## config.mk

```make
export PLATFORM = sky130hd
export DESIGN_NAME = led_seq_ctrl
export DESIGN_NICKNAME = d
export VERILOG_FILES = /design/src/rtl/led_seq_ctrl.sv
export SDC_FILE = /design/constraint.sdc
export NUM_CORES = 1
export LEC_CHECK = 0
export ABC_CLOCK_PERIOD_IN_PS = 6050
export CAP_MARGIN = 15
export CORE_UTILIZATION = 60
export CTS_BUF_LIST = sky130_fd_sc_hd__clkbuf_4 sky130_fd_sc_hd__clkbuf_8
export DETAILED_ROUTE_END_ITERATION = 7
export GPL_TIMING_DRIVEN = 0
export HOLD_SLACK_MARGIN = 0.06
export PLACE_DENSITY = 0.79
export SLEW_MARGIN = 20
export SYNTH_ARGS = -nofsm -noshare
export SYNTH_HDL_FRONTEND = slang
export SYNTH_SLANG_ARGS = --single-unit
```

## constraint.sdc

```tcl
create_clock -name clk -period 6.05 [get_ports clk]
set_clock_uncertainty 0.1 [all_clocks]
set_input_delay 1.21 -clock clk [delete_from_list [all_inputs] [get_ports clk]]
set_output_delay 1.21 -clock clk [all_outputs]
set_load 0.01 [all_outputs]
```

## src/rtl/led_seq_ctrl.sv

```systemverilog
// led_seq_ctrl -- registered sequencer for the LED / 7-segment output path.
//
// A start request runs a pattern sequence through four phases:
//   IDLE  -> RUN   : steps 0..lim-1, one step per prescaled tick
//   RUN   -> DWELL : waits dwl ticks (immediately on if dwl==0)
//   DWELL -> DONE  : holds until ack
//   DONE  -> IDLE
// stop aborts to IDLE from any state. pause or ~ena freezes the state,
// the counters and the LED pattern.
//
// Request semantics: start and ack are level-sampled, with no valid/ready
// pairing. start is honoured only while in IDLE and not frozen. ack is
// honoured only in DONE, and only while ena=1. A request that stays high
// keeps acting on each cycle in which it is eligible.
//
// Ports:
//   clk          system clock
//   rst_n        asynchronous active-low reset
//   ena          design enable (low = frozen, start ignored)
//   start        start request, sampled in IDLE
//   ack          acknowledge, releases DONE
//   stop         abort to IDLE, highest priority
//   pause        freeze while high
//   step_limit   steps in RUN (0 means 8), latched on start
//   dwell_ticks  ticks spent in DWELL, latched on start
//   led_out      registered LED / segment pattern
//   state        current state code (IDLE=0, RUN=1, DWELL=2, DONE=3)
//   busy         high in RUN or DWELL
//   done         high in DONE
module led_seq_ctrl #(
    parameter logic [23:0] TICK_DIV = 24'd10_000_000,
    parameter int          DWELL_W  = 3
) (
    input  logic               clk,
    input  logic               rst_n,
    input  logic               ena,
    input  logic               start,
    input  logic               ack,
    input  logic               stop,
    input  logic               pause,
    input  logic [2:0]         step_limit,
    input  logic [DWELL_W-1:0] dwell_ticks,
    output logic [7:0]         led_out,
    output logic [1:0]         state,
    output logic               busy,
    output logic               done
);

    typedef enum logic [1:0] {
        S_IDLE  = 2'd0,
        S_RUN   = 2'd1,
        S_DWELL = 2'd2,
        S_DONE  = 2'd3
    } state_t;

    state_t             st, st_n;
    logic [23:0]        tick_cnt, tick_cnt_n;
    logic [2:0]         step, step_n;
    logic [3:0]         lim, lim_n;
    logic [DWELL_W-1:0] dwl, dwl_n;
    logic [DWELL_W-1:0] dwl_cnt, dwl_cnt_n;
    logic [7:0]         led_n;
    logic               frz;
    logic               tick;

    assign frz = pause | ~ena;

    // The prescaler wraps on its last count. It only advances in RUN and
    // DWELL while not frozen.
    assign tick = (tick_cnt == TICK_DIV - 24'd1) & ~frz &
                  ((st == S_RUN) | (st == S_DWELL));

    always_ff @(posedge clk or negedge rst_n) begin
        if (!rst_n) begin
            st       <= S_IDLE;
            tick_cnt <= '0;
            step     <= '0;
            lim      <= '0;
            dwl      <= '0;
            dwl_cnt  <= '0;
            led_out  <= 8'h00;
        end else begin
            st       <= st_n;
            tick_cnt <= tick_cnt_n;
            step     <= step_n;
            lim      <= lim_n;
            dwl      <= dwl_n;
            dwl_cnt  <= dwl_cnt_n;
            led_out  <= led_n;
        end
    end

    always_comb begin
        st_n       = st;
        tick_cnt_n = tick_cnt;
        step_n     = step;
        lim_n      = lim;
        dwl_n      = dwl;
        dwl_cnt_n  = dwl_cnt;

        if (stop) begin
            st_n       = S_IDLE;
            step_n     = '0;
            dwl_cnt_n  = '0;
            tick_cnt_n = '0;
        end else begin
            case (st)
                S_IDLE: begin
                    tick_cnt_n = '0;
                    if (start && !frz) begin
                        st_n      = S_RUN;
                        lim_n     = (step_limit == 3'd0) ? 4'd8 : {1'b0, step_limit};
                        dwl_n     = dwell_ticks;
                        step_n    = '0;
                        dwl_cnt_n = '0;
                    end
                end
                S_RUN: begin
                    if (!frz) begin
                        if (tick) begin
                            tick_cnt_n = '0;
                            // lim is at least 1, so lim-1 fits in step's 3 bits.
                            if ({1'b0, step} == lim - 4'd1) begin
                                st_n      = S_DWELL;
                                dwl_cnt_n = '0;
                            end else begin
                                step_n = step + 3'd1;
                            end
                        end else begin
                            tick_cnt_n = tick_cnt + 24'd1;
                        end
                    end
                end
                S_DWELL: begin
                    if (!frz) begin
                        if (dwl == '0) begin
                            st_n = S_DONE;
                        end else if (tick) begin
                            tick_cnt_n = '0;
                            if (dwl_cnt == dwl - DWELL_W'(1)) begin
                                st_n = S_DONE;
                            end else begin
                                dwl_cnt_n = dwl_cnt + DWELL_W'(1);
                            end
                        end else begin
                            tick_cnt_n = tick_cnt + 24'd1;
                        end
                    end
                end
                S_DONE: begin
                    tick_cnt_n = '0;
                    // pause does not block ack here; only a dropped ena does.
                    if (ack && ena) begin
                        st_n = S_IDLE;
                    end
                end
                default: st_n = S_IDLE;
            endcase

            // Every phase change starts the prescaler from zero.
            if (st_n != st) begin
                tick_cnt_n = '0;
            end
        end

        // The pattern is registered from the next state, so it changes on
        // the same edge as the state register.
        case (st_n)
            S_IDLE:  led_n = 8'h00;
            S_RUN:   led_n = {1'b0, step_n, 4'hA};
            S_DWELL: led_n = 8'h05;
            S_DONE:  led_n = 8'h0F;
            default: led_n = 8'h00;
        endcase
    end

    assign state = st;
    assign busy  = (st == S_RUN) | (st == S_DWELL);
    assign done  = (st == S_DONE);

endmodule

```

# Word-level counts from Yosys, hierarchy flattened

Index checks and enable logic that the tools add are counted.

Add/subtract/negate cells: 5
Eq/ne operators: 21
Mux-type cells: 37
Bitwise logic cells: 7
Reductions and logical operators: 12

Operators with widths:

| operator              | count |
|---|---|
| $mux 24               | 6 |
| $pmux 24 s3           | 1 |
| $mux 3                | 14 |
| $pmux 8 s4            | 1 |
| $add 24x1->24 const B | 1 |
| $eq 24x24->1 const B  | 1 |
| $mux 2                | 11 |
| $ne 3x3->1 const B    | 7 |
| $ne 4x3->1 const B    | 3 |
| $pmux 3 s3            | 1 |
| $reduce_and 9->1      | 1 |
| $eq 2x2->1 const B    | 4 |
| $pmux 2 s4            | 1 |
| $add 3x1->3 const B   | 2 |
| $logic_not 3->1       | 2 |
| $pmux 3 s2            | 1 |
| $reduce_and 3->1      | 2 |
| $eq 2x1->1 const B    | 2 |
| $eq 3x4->1            | 1 |
| $logic_not 2->1       | 2 |
| $mux 4                | 1 |
| $reduce_bool 4->1     | 1 |
| $sub 4x1->4 const B   | 1 |
| $eq 3x3->1            | 1 |
| other kinds (9)       | 14 |

Flip-flop bits (word level): 47
Logic and storage cells: 89

# Logic depth before layout (Yosys ltp)

Depth after elaboration: 13
Mapped depth: 9
Mapped depth without buffers: 8

# Worst setup path before layout

No wires, ideal clock.

Path type: input -> register
From: input pause
To: register tick_cnt[0]
Library setup time: 136 ps
Data arrival time: 3,032 ps
Required time: 5,814 ps
Slack: 2,782 ps
Stages: 7
Path buffers: 1
Path through: nand2b_1 -> or4_4 -> or4_4 -> a21oi_2 -> a211o_2 -> buf_4 -> nor3_1

Longest elaborated chain between the ends: 12
Elaborated cells on any way between the ends: 26
Classes of those cells: 4 x eq/ne; 15 x mux; 4 x bitwise; 3 x reduce/logical

Ends and longest elaborated chain:

| item                                                         | RTL line | RTL |
|---|---|---|
| from (decl)                                                  | 40       | `input logic pause,` |
| $or 1x1->1 *                                                 | 66       | `assign frz = pause \| ~ena;` |
| $not 1->1                                                    | 70       | `assign tick = (tick_cnt == TICK_DIV - 24'd1) & ~frz &` |
| $and 1x1->1 (2 in series)                                    | 70       |  |
| $mux 2                                                       | 138      | `end else if (tick) begin` |
| $mux 2                                                       | 136      | `if (dwl == '0) begin` |
| $mux 2                                                       | 135      | `if (!frz) begin` |
| $pmux 2 s4                                                   | 107      | `case (st)` |
| $mux 2                                                       | 101      | `if (stop) begin` |
| $ne 2x2->1                                                   | 161      | `if (st_n != st) begin` |
| $ne 4x3->1 (no source line) or $mux 24 (tied branches)       | n/a      |  |
| $reduce_and 3->1 (no source line) or $mux 24 (tied branches) | n/a      |  |
| to (signal assigned)                                         | 84       | `tick_cnt <= tick_cnt_n;` |
| to (decl)                                                    | 57       | `logic [23:0] tick_cnt, tick_cnt_n;` |

Every way passes the cells marked *; elsewhere a longest branch is shown, timed or not. The select of a mux whose other input is x is not followed.
A chain may end at the register's enable or synchronous reset.

# Final worst setup path

From: input ena
To: register tick_cnt[3]

Longest elaborated chain between the ends: 13
Elaborated cells on any way between the ends: 29
Classes of those cells: 4 x eq/ne; 16 x mux; 5 x bitwise; 4 x reduce/logical

Ends and longest elaborated chain:

| item                                                         | RTL line | RTL |
|---|---|---|
| from (decl)                                                  | 36       | `input logic ena,` |
| $not 1->1                                                    | 66       |  |
| $or 1x1->1                                                   | 66       |  |
| $not 1->1                                                    | 70       |  |
| $and 1x1->1 (2 in series)                                    | 70       |  |
| $mux 2                                                       | 138      |  |
| $mux 2                                                       | 136      |  |
| $mux 2                                                       | 135      |  |
| $pmux 2 s4                                                   | 107      |  |
| $mux 2                                                       | 101      |  |
| $ne 2x2->1                                                   | 161      |  |
| $ne 4x3->1 (no source line) or $mux 24 (tied branches)       | n/a      |  |
| $reduce_and 3->1 (no source line) or $mux 24 (tied branches) | n/a      |  |

Parallel ways exist; a longest one is shown, timed or not. The select of a mux whose other input is x is not followed.

==> qor.yml <==
fin_crit_sh: 0.615
endpoint_kind: "register"
cts.hold.buffers_added: 0
fin_setup_tns_ns: 0
vias: 2775
antenna_found_initial: 0
crit_family: "simple AND/OR/NAND/NOR gates"
clock-sinks: 44
power_frac_comb: 0.166
grt_first_pass_wirelength_um: 12300
yosys_warnings: 0
min_path_cells: 1
maxCapViolations: 0
numCtsBuffers: 5
fmax_mhz: 269
cts-resized-gates: 0
dieArea_mm2: 0.00522
grt_max_degree: 24
p_seq_frac: 0.479
internal_power_w: 0.000480
worst-path-max-fanout: 10
die_y_um: 72.3
syn-cell-area_mm2: 0.00296
status: "finished, final reports clean"
cp_num_cells: 8
p_per_area_mw_per_mm2: 191
drt_pre_antenna_iters: 4
coreArea_mm2: 0.00472
synth_area_leaders: "dfrtp_1 37%, ha_1 4.2%, o21ai_0 4.1%, a211oi_1 3.8%, a21oi_1 3.2%"
crit_type: "in2reg"
antennaDiodeCount: 0
ir_drop_v: 0.0000968
ys.flop_type: "dfrtp_1"
crit_arrival_ns: 3.79
cts_tree: "built"
worstMarginPinSlew_ns: 0.830
area_growth_pct: 15.3
rr_worst_depth: 8
yosysTopAreaCell: "dfrtp_1"
clk_pin_slew_ns: 0.08
initial_core_util: 0.627
power_switching_w: 0.000174
synth_top_cell_area_share: 0.372
swShare: 0.266
seqCellArea_mm2: 0.00110
slowest_delay_ns: 0.59
synth_area_per_cell_um2: 9.01
crit_buf_inv: 2
vias_per_cell: 6.48
rsz0062_at_grt: "false"
netlist_instances: 329
finalSetupViolations: 0
htreeDepth: 2
clkPwrFrac: 0.355
start_kind: "input pin"
stdcell_count: 428
hold_violations: 0
port_buffers: 23
required_ns: 6.12
multi_input_area_mm2: 0.00174
wl_per_cell_um: 17.4
cpMostUsedCell: "or4_4"
drt_iter0_drc: 235
clock_path_buffers: 2
clkLatencyLatePin_ns: 0.30
fin_nets: 383
maxSlewHeadroom: 0.442
finalMaxSlewViolations: 0
pin_count: 25
nFillCells: 372
synth_fp_nets: 352
worstPathCellList: "clkdlybuf4s50_1 -> nand2b_1 -> or4_4 -> or4_4 -> a21oi_2 -> a211o_2 -> buf_4 -> a211oi_1"
drc: 0
holdCritPathClass: "reg2reg"
grt_pass1_vias: 2559
p_leak_nw: 1.42
synth_edf_count: 0
root_buffer: "clkbuf_8"
num_rows: 25
synth_seq_cells: 44
grtUsageTotal: 0.305
hpwl_um: 5430
slowest_stage: "clkdlybuf4s50_1"
routed_wl_um: 7440
placedCellCount: 420
place_ws_ns: 2.04
grt_overflow: 0
synth-seq-area-share: 0.372
async_reset_ff_frac: 1.00
timing.final.ws_setup_ns: 2.33
die_w_um: 72.3
synthDistinctLibCells: 59
globalplace.congestion: 0.883
final_core_util: 0.723
layout-drive-gt1-share: 0.0942
ant_nets: 0
postCtsSetupBuffers: 0
min_period_ns: 3.72
[cells in the mapped netlist, types with 6 or more instances]
master	number
clkbuf_1	9
and3_1	10
a21oi_1	19
ha_1	10
nand2_1	15
nand4_1	7
nor3_1	17
a31oi_1	6
o21ai_0	24
nor2_1	17
nor4_1	10
nand3_1	13
inv_1	11
o211ai_1	6
or3_1	9
a211oi_1	15
dfrtp_1	44
[path summary, 6_finish.rpt]
path                       startpoint            to  slack [ns]
min in group asynchronous       rst_n    led_out[3]        0.80
max in group asynchronous       rst_n        dwl[1]        4.55
max reg2reg                  state[1]  tick_cnt[18]        2.89
min reg2reg                    lim[3]        lim[3]        0.43
max                               ena   tick_cnt[3]        2.33
min                            lim[3]        lim[3]        0.43
[per-stage QoR]
step / hold WS (ns) / total power [W] / cell area (um2)
floorplan: 0.396 / 0.000387 / 2960
global placement: 0.420 / 0.000420 / 3280
detailed placement: 0.420 / 0.000426 / 3300
CTS: 0.440 / 0.000656 / 3410
global route: 0.469 / 0.000681 / 3420
finish: 0.434 / 0.000653 / 3420
[power groups by stage]
stage | clock network, W | logic [W] | registers, W
floorplan | 0 | 0.0000698 | 0.000317
global placement | 0 | 0.000101 | 0.000318
detailed placement | 0 | 0.000108 | 0.000319
CTS | 0.000235 | 0.000108 | 0.000313
global route | 0.000245 | 0.000121 | 0.000315
finish | 0.000232 | 0.000108 | 0.000313
[kinds of logic after synthesis]
| family | after synthesis | synth area share |
|---|---|---|
| flip-flops | 44 | 0.372 |
| buffers and inverters | 27 | 0.0435 |
| multiplexers | 4 | 0.0152 |
| AND/OR/NAND/NOR | 139 | 0.279 |
| other | 1 | 0.00127 |
| adder cells (fa/ha/maj) | 10 | 0.0422 |
| XOR/XNOR | 9 | 0.0359 |
| AO/OA/AOI/OAI | 95 | 0.212 |
[flip-flops by register name, indices dropped and copies added (netlist names)]
signal	flops
lim	4
step	3
led_out	5
tick_cnt	24
state	2
dwl_cnt	3
dwl	3
[cell usage in the layout (no fill, tap or decap), drive strengths merged, types with 3 or more instances in the layout]
cell type      synthesis  layout
o21a                   3       3
and2                   6       6
nand3b                 3       3
a211oi                15      15
and4                   4       4
ha                    10      10
nand3                 13      13
inv                   11      11
nor4                  10      10
o211ai                 6       6
nor3                  17      17
nand2b                 5       5
nor2                  17      17
dfrtp                 44      44
a21oi                 20      20
mux2                   4       4
xor2                   5       5
a31oi                  6       6
or4                    5       5
or3                    9       9
clkdlybuf4s50          0      22
nand4                  8       8
o21ai                 24      24
buf                    7       9
a211o                  3       3
and3                  10      10
nand2                 15      15
clkbuf                 9      15
a22oi                  4       4
nor4b                  5       5
[layout make-up]
type,instances,share of cell area
timing repair buffer,24,0.0740
clock buffer,6,0.0223
tap,67,0.0245
multi-input combinational,258,0.509
inverter,11,0.0121
buffer,16,0.0256
sequential,44,0.322
clock inverter,2,0.0103
[metal layers]
layer	track usage	share of wire	vias up
met4	0.0915	0.019	0
met1	0.391	0.43	1343
met3	0.0500	0.044	18
met2	0.532	0.51	91
li1	-	-	1323
met5	0	0	-
(Power assumes the default switching activity.)
